[config.mk]
export PLATFORM = sky130hd
export DESIGN_NAME = mips_cpu_cache_wbuf_coalesce_flat
export DESIGN_NICKNAME = d
export VERILOG_FILES = /design/src/rtl/mips_cpu_cache_wbuf_coalesce_if.sv /design/src/rtl/mips_cpu_cache_wbuf_coalesce.sv /design/src/flat_wrapper.sv
export SDC_FILE = /design/constraint.sdc
export NUM_CORES = 2
export LEC_CHECK = 0
export BUFFER_PORTS_ARGS = -buffer_cell sky130_fd_sc_hd__buf_4
export CORE_MARGIN = 4
export CORE_UTILIZATION = 30
export CTS_BUF_LIST = sky130_fd_sc_hd__clkbuf_4
export DETAILED_ROUTE_END_ITERATION = 8
export HOLD_SLACK_MARGIN = 0.06
export SYNTH_ARGS = -nofsm -noshare
export SYNTH_HDL_FRONTEND = slang
export SYNTH_SLANG_ARGS = --single-unit
[constraint.sdc]
create_clock -name clk -period 9.25 [get_ports clk]
set_input_delay 0.925 -clock clk [delete_from_list [all_inputs] [get_ports clk]]
set_output_delay 0.925 -clock clk [all_outputs]
set_load 0.01 [all_outputs]
[src/rtl/mips_cpu_cache_wbuf_coalesce_if.sv]
// Bus bundle between the data cache and the coalescing write buffer.
// Groups the push, lookup, drain and Avalon-MM write signals plus occupancy status.
//   slave  : used by the write buffer (push/lookup/drain inputs, Avalon and status outputs)
//   master : used by the cache side (drives push/lookup/drain/waitrequest, observes the rest)
interface mips_cpu_cache_wbuf_coalesce_if #(
  parameter int unsigned ADDR_W     = 32,
  parameter int unsigned DATA_W     = 32,
  parameter int unsigned DEPTH_LOG2 = 3
);
  localparam int unsigned BE_W = DATA_W / 8;

  logic                  push_valid;
  logic                  push_ready;
  logic [ADDR_W-1:0]     push_addr;
  logic [DATA_W-1:0]     push_data;
  logic [BE_W-1:0]       push_be;

  logic [ADDR_W-1:0]     lookup_addr;
  logic                  lookup_hit;
  logic [DATA_W-1:0]     lookup_data;
  logic [BE_W-1:0]       lookup_be;

  logic                  drain_en;
  logic [ADDR_W-1:0]     avm_address;
  logic                  avm_write;
  logic [DATA_W-1:0]     avm_writedata;
  logic [BE_W-1:0]       avm_byteenable;
  logic                  avm_waitrequest;

  logic [DEPTH_LOG2:0]   count;
  logic                  full;
  logic                  empty;

  modport slave (
    input  push_valid, push_addr, push_data, push_be, lookup_addr, drain_en, avm_waitrequest,
    output push_ready, lookup_hit, lookup_data, lookup_be,
    output avm_address, avm_write, avm_writedata, avm_byteenable, count, full, empty
  );

  modport master (
    output push_valid, push_addr, push_data, push_be, lookup_addr, drain_en, avm_waitrequest,
    input  push_ready, lookup_hit, lookup_data, lookup_be,
    input  avm_address, avm_write, avm_writedata, avm_byteenable, count, full, empty
  );
endinterface

[src/rtl/mips_cpu_cache_wbuf_coalesce.sv]
// Coalescing write buffer between the data cache and the Avalon-MM memory port.
// Posted word writes are queued in a circular buffer and retired in FIFO order; pushes to a
// word already queued (and not in flight) merge into the youngest such entry. A combinational
// lookup forwards pending store bytes so read misses can be serviced with stores outstanding.
// Ports:
//   clk  - clock, rising edge
//   rst  - synchronous active-high reset; abandons any in-flight write
//   bus  - slave side of the bundle: push handshake, lookup, drain_en, Avalon write master,
//          count/full/empty status
module mips_cpu_cache_wbuf_coalesce #(
  parameter int unsigned ADDR_W     = 32,
  parameter int unsigned DATA_W     = 32,
  parameter int unsigned DEPTH_LOG2 = 3,
  parameter int unsigned COALESCE   = 1
) (
  input  logic                            clk,
  input  logic                            rst,
  mips_cpu_cache_wbuf_coalesce_if.slave   bus
);
  localparam int unsigned BE_W  = DATA_W / 8;
  localparam int unsigned OFF   = $clog2(BE_W);
  localparam int unsigned WA_W  = ADDR_W - OFF;
  localparam int unsigned DEPTH = 1 << DEPTH_LOG2;

  localparam logic [0:0] StIdle  = 1'b0;
  localparam logic [0:0] StIssue = 1'b1;

  typedef logic [DEPTH_LOG2-1:0] ptr_t;
  typedef logic [DEPTH_LOG2:0]   cnt_t;

  logic [DEPTH-1:0]  valid_q;
  logic [WA_W-1:0]   waddr_q [DEPTH];
  logic [DATA_W-1:0] data_q  [DEPTH];
  logic [BE_W-1:0]   be_q    [DEPTH];
  ptr_t              head_q, tail_q;
  cnt_t              count_q, count_d;
  logic [0:0]        state_q, state_d;

  ptr_t              age_idx [DEPTH];  // age_idx[0] is the head, higher k is younger
  logic [WA_W-1:0]   push_word, lookup_word;
  logic              in_flight, retire, full, empty;
  logic              coal_hit, push_ready, push_fire, push_new, push_merge;
  ptr_t              coal_idx;
  logic              lookup_hit;
  logic [DATA_W-1:0] lookup_data;
  logic [BE_W-1:0]   lookup_be;

  assign push_word   = bus.push_addr[ADDR_W-1:OFF];
  assign lookup_word = bus.lookup_addr[ADDR_W-1:OFF];
  assign in_flight   = (state_q == StIssue);
  assign retire      = in_flight && !bus.avm_waitrequest;
  assign full        = (count_q == cnt_t'(DEPTH));
  assign empty       = (count_q == '0);

  always_comb begin
    for (int k = 0; k < DEPTH; k++) begin
      age_idx[k] = head_q + ptr_t'(k);
    end
  end

  // Youngest matching entry wins; the head is off limits while its data is on the bus.
  always_comb begin
    coal_hit = 1'b0;
    coal_idx = '0;
    if (COALESCE != 0) begin
      for (int k = 0; k < DEPTH; k++) begin
        if (valid_q[age_idx[k]] && (waddr_q[age_idx[k]] == push_word) &&
            !((k == 0) && in_flight)) begin
          coal_hit = 1'b1;
          coal_idx = age_idx[k];
        end
      end
    end
  end

  assign push_ready = !full || coal_hit;
  assign push_fire  = bus.push_valid && push_ready;
  assign push_merge = push_fire && coal_hit;
  assign push_new   = push_fire && !coal_hit;

  // Walk oldest to youngest so younger bytes overwrite older ones lane by lane.
  always_comb begin
    lookup_hit  = 1'b0;
    lookup_data = '0;
    lookup_be   = '0;
    for (int k = 0; k < DEPTH; k++) begin
      if (valid_q[age_idx[k]] && (waddr_q[age_idx[k]] == lookup_word)) begin
        lookup_hit = 1'b1;
        for (int b = 0; b < BE_W; b++) begin
          if (be_q[age_idx[k]][b]) begin
            lookup_data[8*b +: 8] = data_q[age_idx[k]][8*b +: 8];
            lookup_be[b]          = 1'b1;
          end
        end
      end
    end
  end

  always_comb begin
    count_d = count_q;
    if (push_new && !retire) begin
      count_d = count_q + cnt_t'(1);
    end else if (!push_new && retire) begin
      count_d = count_q - cnt_t'(1);
    end
  end

  // drain_en is only consulted between transfers; once issued the write runs to completion.
  always_comb begin
    state_d = state_q;
    case (state_q)
      StIdle:  if (!empty && bus.drain_en) state_d = StIssue;
      StIssue: if (!bus.avm_waitrequest) state_d = StIdle;
      default: state_d = StIdle;
    endcase
  end

  always_ff @(posedge clk) begin
    if (rst) begin
      head_q  <= '0;
      tail_q  <= '0;
      count_q <= '0;
      valid_q <= '0;
      state_q <= StIdle;
    end else begin
      state_q <= state_d;
      count_q <= count_d;
      if (retire) begin
        head_q          <= head_q + ptr_t'(1);
        valid_q[head_q] <= 1'b0;
      end
      if (push_new) begin
        tail_q          <= tail_q + ptr_t'(1);
        valid_q[tail_q] <= 1'b1;
      end
    end
  end

  // Payload needs no reset: it is only observed through valid bits.
  always_ff @(posedge clk) begin
    if (push_new) begin
      waddr_q[tail_q] <= push_word;
      data_q[tail_q]  <= bus.push_data;
      be_q[tail_q]    <= bus.push_be;
    end else if (push_merge) begin
      for (int b = 0; b < BE_W; b++) begin
        if (bus.push_be[b]) begin
          data_q[coal_idx][8*b +: 8] <= bus.push_data[8*b +: 8];
        end
      end
      be_q[coal_idx] <= be_q[coal_idx] | bus.push_be;
    end
  end

  assign bus.push_ready     = push_ready;
  assign bus.lookup_hit     = lookup_hit;
  assign bus.lookup_data    = lookup_data;
  assign bus.lookup_be      = lookup_be;
  assign bus.avm_write      = in_flight;
  assign bus.avm_address    = ADDR_W'(waddr_q[head_q]) << OFF;
  assign bus.avm_writedata  = data_q[head_q];
  assign bus.avm_byteenable = be_q[head_q];
  assign bus.count          = count_q;
  assign bus.full           = full;
  assign bus.empty          = empty;
endmodule

[src/flat_wrapper.sv]
// flat-port wrapper written by rule: the top's interface ports become plain ports
module mips_cpu_cache_wbuf_coalesce_flat 
#(
  parameter int unsigned ADDR_W     = 32,
  parameter int unsigned DATA_W     = 32,
  parameter int unsigned DEPTH_LOG2 = 3,
  parameter int unsigned COALESCE   = 1
)
  (clk, rst, bus_push_valid, bus_push_addr, bus_push_data, bus_push_be, bus_lookup_addr, bus_drain_en, bus_avm_waitrequest, bus_push_ready, bus_lookup_hit, bus_lookup_data, bus_lookup_be, bus_avm_address, bus_avm_write, bus_avm_writedata, bus_avm_byteenable, bus_count, bus_full, bus_empty);
  mips_cpu_cache_wbuf_coalesce_if #(.ADDR_W(ADDR_W), .DATA_W(DATA_W), .DEPTH_LOG2(DEPTH_LOG2)) bus_i ();
  input  logic clk;
  input  logic rst;
  input wire logic [$bits(bus_i.push_valid)-1:0] bus_push_valid;
  input wire logic [$bits(bus_i.push_addr)-1:0] bus_push_addr;
  input wire logic [$bits(bus_i.push_data)-1:0] bus_push_data;
  input wire logic [$bits(bus_i.push_be)-1:0] bus_push_be;
  input wire logic [$bits(bus_i.lookup_addr)-1:0] bus_lookup_addr;
  input wire logic [$bits(bus_i.drain_en)-1:0] bus_drain_en;
  input wire logic [$bits(bus_i.avm_waitrequest)-1:0] bus_avm_waitrequest;
  output wire logic [$bits(bus_i.push_ready)-1:0] bus_push_ready;
  output wire logic [$bits(bus_i.lookup_hit)-1:0] bus_lookup_hit;
  output wire logic [$bits(bus_i.lookup_data)-1:0] bus_lookup_data;
  output wire logic [$bits(bus_i.lookup_be)-1:0] bus_lookup_be;
  output wire logic [$bits(bus_i.avm_address)-1:0] bus_avm_address;
  output wire logic [$bits(bus_i.avm_write)-1:0] bus_avm_write;
  output wire logic [$bits(bus_i.avm_writedata)-1:0] bus_avm_writedata;
  output wire logic [$bits(bus_i.avm_byteenable)-1:0] bus_avm_byteenable;
  output wire logic [$bits(bus_i.count)-1:0] bus_count;
  output wire logic [$bits(bus_i.full)-1:0] bus_full;
  output wire logic [$bits(bus_i.empty)-1:0] bus_empty;
  assign bus_i.push_valid = bus_push_valid;
  assign bus_i.push_addr = bus_push_addr;
  assign bus_i.push_data = bus_push_data;
  assign bus_i.push_be = bus_push_be;
  assign bus_i.lookup_addr = bus_lookup_addr;
  assign bus_i.drain_en = bus_drain_en;
  assign bus_i.avm_waitrequest = bus_avm_waitrequest;
  assign bus_push_ready = bus_i.push_ready;
  assign bus_lookup_hit = bus_i.lookup_hit;
  assign bus_lookup_data = bus_i.lookup_data;
  assign bus_lookup_be = bus_i.lookup_be;
  assign bus_avm_address = bus_i.avm_address;
  assign bus_avm_write = bus_i.avm_write;
  assign bus_avm_writedata = bus_i.avm_writedata;
  assign bus_avm_byteenable = bus_i.avm_byteenable;
  assign bus_count = bus_i.count;
  assign bus_full = bus_i.full;
  assign bus_empty = bus_i.empty;
  mips_cpu_cache_wbuf_coalesce #(.ADDR_W(ADDR_W), .DATA_W(DATA_W), .DEPTH_LOG2(DEPTH_LOG2), .COALESCE(COALESCE)) u_core (.clk(clk), .rst(rst), .bus(bus_i));
endmodule
## Word level (Yosys, flattened, before mapping)

Memory sizes are Yosys's and may differ from the RTL's. A register that Yosys moved wholly into a read port is not among the register bits.
Cells that the tools add are included.

| word-level totals | value |
|---|---|
| register bits after elaboration | 19 |
| memory bits (writable) | 528 |
| input bits | 105 |
| output and inout port bits | 113 |
| word-level logic and storage cells | 254 |
| memories | 3 |

| operators by class | value |
|---|---|
| add/subtract/negate cells | 10 |
| $lt $le $gt $ge | 11 |
| eq/ne operators | 17 |
| muxes and demuxes | 165 |
| bitwise gates (word level) | 5 |
| reduce and logical (&&, ||, !) cells | 38 |

Memories:

| name | depth | width | read ports | clocked after memory_dff | wr ports | line | source |
|---|---|---|---|---|---|---|---|
| u_core.data_q | 8 | 32 | 8 | 1 | 1 | mips_cpu_cache_wbuf_coalesce.sv:33 | `logic [DATA_W-1:0] data_q [DEPTH];` |
| u_core.waddr_q | 8 | 30 | 8 | 1 | 1 | mips_cpu_cache_wbuf_coalesce.sv:32 | `logic [WA_W-1:0] waddr_q [DEPTH];` |
| u_core.be_q | 8 | 4 | 9 | 1 | 1 | mips_cpu_cache_wbuf_coalesce.sv:34 | `logic [BE_W-1:0] be_q [DEPTH];` |

Operators by type and width:

| cell | count |
|---|---|
| 30-bit equality test | 16 |
| 32-bit two-way mux | 9 |
| 8-bit two-way mux | 35 |
| 1-bit two-way mux | 82 |
| 3-bit two-way mux | 16 |
| 4-bit two-way mux | 12 |
| 3-bit by 4-bit < comparator with 1-bit output (second input constant) | 9 |
| 32-bit OR reduction | 1 |
| 1-bit logical AND | 26 |
| 1-bit binary-select mux with 3-bit select | 8 |
| 3-bit adder (second input constant) | 4 |
| 8-bit AND | 1 |
| 8-bit NOT | 1 |
| 8-bit bitwise OR | 1 |
| 1-bit zero test | 7 |
| 3-bit by 1-bit adder with 3-bit output (second input constant) | 2 |
| 3-bit by 2-bit adder with 3-bit output (second input constant) | 2 |
| 1-bit demux with 3-bit select | 2 |
| 3-bit by 1-bit greater-or-equal comparator with 1-bit output (second input constant) | 2 |
| 4-bit by 1-bit adder with 4-bit output (second input constant) | 1 |
| 4-bit equality test (second input constant) | 1 |
| 4-bit zero test | 1 |
| 4-bit bitwise OR | 1 |
| 4-bit OR reduction | 1 |
| other kinds (5) | 5 |

## Logic depth before layout (Yosys ltp)

| logic depth | value |
|---|---|
| depth after elaboration | 20 |
| gate-level depth with buffers | 33 |

## Worst setup path after synthesis

Ideal clock, no wire load.

| path | value |
|---|---|
| path type | flip-flop to flip-flop |
| start point | register u_core.head_q[1] |
| end point | memory u_core.waddr_q[2][0] in the netlist's numbering (enable) |
| library setup time | 0.455 ns |
| arrival time | 7.354 ns |
| required time | 8.795 ns |
| path slack | 1.441 ns |
| cell stages (with the launch flop) | 28 |
| buffers on the path | 13 |
| clock period less this slack | 7.809 ns |
| cell sequence | dfxtp_1 buf_2 buf_4 buf_2 buf_2 inv_1 buf_1 clkbuf_1 ha_1 buf_4 buf_8 buf_6 buf_6 buf_8 buf_2 mux2i_1 a31oi_1 a32o_1 nor2b_1 and4_1 nand4_1 o21ba_2 and4_1 nand3_1 buf_2 inv_1 nand2_1 nor3_1 |

RTL lines:

| element | line | source |
|---|---|---|
| start, declared | mips_cpu_cache_wbuf_coalesce.sv:35 | `ptr_t head_q, tail_q;` |
| start signal, assigned | mips_cpu_cache_wbuf_coalesce.sv:129 | `head_q <= head_q + ptr_t'(1);` |
| end, declared | mips_cpu_cache_wbuf_coalesce.sv:32 |  |

## Worst setup path after layout

| path | value |
|---|---|
| start point | register u_core.head_q[2] |
| end point | output port bus_lookup_data[6] |

| between the ends | value |
|---|---|
| cells in the longest elaborated chain, start to end | 18 |
| elaborated cells between the ends (all ways) | 56 |
| classes of those cells | add/sub (7); eq/ne (7); mux (31); reduce/logical (8); memory (3) |

Ends and longest elaborated chain:

| element | line | source |
|---|---|---|
| branches (longest 17 deep; another with memory read 8 x 30 bit) | -- |  |
| 32-bit two-way mux * | mips_cpu_cache_wbuf_coalesce.sv:87 | `if (valid_q[age_idx[k]] && (waddr_q[age_idx[k]] == lookup_word)) begin` |
| end, declared | flat_wrapper.sv:22 | `output wire logic [$bits(bus_i.lookup_data)-1:0] bus_lookup_data;` |

Every way passes the cells marked *. The select of a mux whose other input is x is not followed.

==> results.sh <==
export IMPL_slew_violations=0
export IMPL_tightestPinTransition_ps=1170
export IMPL_die_area_um2=189000
export IMPL_cap_violations=0
export IMPL_reg2reg_to="u_core.data_q[0][17]$_DFFE_PP_"
export IMPL_hp_class="in -> reg"
export IMPL_io_pins=218
export IMPL_use_met2_pct=40.3
export IMPL_startpoint_type="flip-flop"
export IMPL_avgRoutedWirePerCell_um=35.0
export IMPL_drive_above_1_share_pct=29.8
export IMPL_root_buffer="clkbuf_4"
export IMPL_power_density_nw_per_um2=163
export IMPL_synth_area_um2=54600
export IMPL_fin_util_pct=33.8
export IMPL_synth_compound_gate_area_share_pct=7.87
export IMPL_vias_per_cell=6.33
export IMPL_outcome="completed"
export IMPL_worstSkewPairLatency_ps=1350
export IMPL_crit_required_ps=8330
export IMPL_cts_tree="built"
export IMPL_place_congestion=1.04
export IMPL_h_tree_depth=4
export IMPL_synth_top_family_by_area="multiplexers"
export IMPL_grt_pass1_wl_um=349000
export IMPL_fmax_ghz=0.109
export IMPL_final_cell_mix="677 x mux4_2, 528 x edfxtp_1, 507 x mux2i_1"
export IMPL_cp_end_kind="primary output"
export IMPL_worstHoldStart="bus_push_addr[13]"
export IMPL_numCtsBuffers=147
export IMPL_drt_iter0_markers=6424
export IMPL_grt_max_degree=120
export IMPL_grt_pass1_vias=43356
export IMPL_final_cells=7253
export IMPL_crit_slowest_cell="dfxtp_4"
export IMPL_initial_core_util_pct=30.2
export IMPL_dr_pass1_iters=6
export IMPL_overflow=0
export IMPL_synth_edf_count=528
export IMPL_ys_seq_elements=550
export IMPL_min_path_cells=1
export IMPL_grt_use_met3_pct=6.24
export IMPL_dpl_cell_count=6934
export IMPL_critical_path_class="reg -> out"
export IMPL_synth_ff_type="edfxtp_1"
export IMPL_p_leak_nw=19.5
export IMPL_reg2reg_setup_slack_ps=1250
export IMPL_antenna_found_initial=12
export IMPL_cp_common_cell="buf_4"
export IMPL_slew_headroom_pct=19.6
export IMPL_synth_xor_area_share_pct=7.36
export IMPL_clk_path_buf_depth=3
export IMPL_gr_max_usage_layer="met2"
export IMPL_final_area_um2=61200
export IMPL_dp_hpwl_um=184000
export IMPL_peakVddDrop_v=0.0000935
export IMPL_synth_mux_area_share_pct=39.2
export IMPL_period_needed_ps=9140
export IMPL_synth_seq_area_share_pct=29.8
export IMPL_ff2ff_path_depth=18
export IMPL_synthAdderAreaFrac_pct=0.266
export IMPL_setup_viol=0
export IMPL_synthToLayoutAreaGrowth_pct=12.1
export IMPL_via_count=45918
export IMPL_clock_skew_ps=190
export IMPL_drc=0
export IMPL_routed_wl_um=254000
export IMPL_rows=156
export IMPL_yosys_warnings=0
export IMPL_mostFrequentLayoutCell="mux4_2"
export IMPL_clkTransAtPathRegs_ps=80
export IMPL_max_stage_delay_ps=730
export IMPL_io_buffers=211
export IMPL_min_to="u_core.waddr_q[5][11]$_DFFE_PP_"
export IMPL_nNetsFinal=4882
export IMPL_crit_path_cell_trace="inv_1 > ha_4 > buf_12 > mux4_2 > mux2i_1 > buf_4 > xor2_1 > nand4_1 > nor4_1 > nand3_1 > buf_4 > or2_0 > buf_4 > a31o_1 > a21oi_1 > o21ai_1 > a221oi_1 > buf_4"
export IMPL_die_height_um=435
export IMPL_hold_viol_final=0
export IMPL_dpl_instance_area_um2=58700
export IMPL_numClockSinks=550
export IMPL_avgSynthCellArea_um2=11.9
export IMPL_grtUsageTotal_pct=26.2
export IMPL_detail_route_antenna_nets=0
export IMPL_pre_cts_ws_ps=1240
export IMPL_netlist_instances=4576
export IMPL_grt_util_met1_pct=34.3
export IMPL_ys_types=107
export IMPL_core_area_um2=181000
export IMPL_r2r_start="u_core.head_q[2]$_SDFFE_PP0P_"
export IMPL_timing_final_ws_setup_ps=106
export IMPL_synthArstFlopShare_pct=0
export IMPL_min_period_over_period_pct=98.9
export IMPL_chipWidth_um=435
export IMPL_crit_fanout=41
export IMPL_fillers=17738
export IMPL_synthSimpleGateAreaFrac_pct=11.2
export IMPL_crit_arrival_ps=8220
Yosys cell counts (78+ instances only):
cell	instances	area, µm²
mux2i_1	510	5100
nor2_1	204	766
a21oi_1	94	470
xnor2_1	311	2720
xor2_1	144	1260
nand4_1	85	532
nor3_1	80	400
mux4_2	677	15200
clkbuf_1	135	507
nand2_1	459	1720
edfxtp_1	528	15900
buf_1	78	293
buf_2	112	561
metrics by stage:
stage	setup TNS (ps)	hold WS [ps]	power [mW]
6_report	0	162	9.99
5_1_grt	-18.0	96.1	10.4
4_1_cts	0	61.4	9.94
3_5_place_dp	0	533	7.58
3_3_place_gp	0	517	7.56
2_1_floorplan	0	514	5.90
power breakdown:
part           internal, mW  switching, mW
registers              2.90          0.211
clock network          1.15           1.15
logic                  1.81           2.77
critical path, delay by kind of cell (launching register included):
kind                     cells  cell delay [ps]
AO/OA/AOI/OAI                4              870
flip-flops                   1              730
buffers and inverters        6             1650
XOR/XNOR                     1              470
multiplexers                 2              710
adder cells (fa/ha/maj)      1              660
AND/OR/NAND/NOR              4             1670
state kept, by name, indices dropped and copies added, names as in the netlist, named ones only:
| signal | flops |
|---|---|
| u_core.head_q | 3 |
| u_core.valid_q | 8 |
| u_core.tail_q | 3 |
| u_core.data_q | 256 |
| u_core.waddr_q | 240 |
| u_core.bus.count | 4 |
| u_core.be_q | 32 |
| u_core.bus.avm_write | 1 |
per-layer routing:
layer  vias to the layer above  part of all wire [%]
met5                         -                 0.017
met4                         6                   6.2
met3                       596                    10
met2                      3003                    45
met1                     23584                    39
li1                      18729                     -
logic make-up (layout without fill, tap and decap cells):
family	count (synthesis)	in the layout
AOI/OAI and AO/OA	586	586
xor gates and xnor gates	457	457
adders and majority gates	11	11
buffers and inverters	471	767
DFF	550	550
muxes	1274	1274
other	1	12
and+or+nand+nor	1226	1226
cell type report:
cell class / instances / area [µm²] / share of cell area [%]
Antenna cell: 10 / 25.0 / 0.0409
Clock buffer: 183 / 1370 / 2.24
Clock inverter: 73 / 534 / 0.873
Inverter: 70 / 265 / 0.433
Multi-Input combinational cell: 3556 / 36100 / 59.0
Sequential cell: 550 / 16300 / 26.7
Tap cell: 2370 / 2970 / 4.84
Timing Repair Buffer: 441 / 3620 / 5.91
worst max path at each step:
stage	start	end	slack (ps)	cells after the start
2_1_floorplan	u_core.head_q[1]$_SDFFE_PP0P_	u_core.waddr_q[2][0]$_DFFE_PP_	1440	27
3_3_place_gp	u_core.head_q[0]$_SDFFE_PP0P_	bus_lookup_data[20]	1300	18
3_5_place_dp	u_core.head_q[0]$_SDFFE_PP0P_	bus_lookup_data[17]	1240	18
4_1_cts	u_core.head_q[0]$_SDFFE_PP0P_	bus_lookup_data[17]	100	18
5_1_grt	u_core.head_q[0]$_SDFFE_PP0P_	bus_lookup_data[17]	-20	19
6_report	u_core.head_q[2]$_SDFFE_PP0P_	bus_lookup_data[6]	110	18
what timing repair did:
action,in CTS,in global routing
buffers inserted,1,1
hold buffers,51,0
gates resized for setup,0,4
endpoints found under the setup margin,7,11
pin swaps,1,1
endpoints found under the hold margin,383,0
No activity file was read; power rests on OpenSTA's default activity.
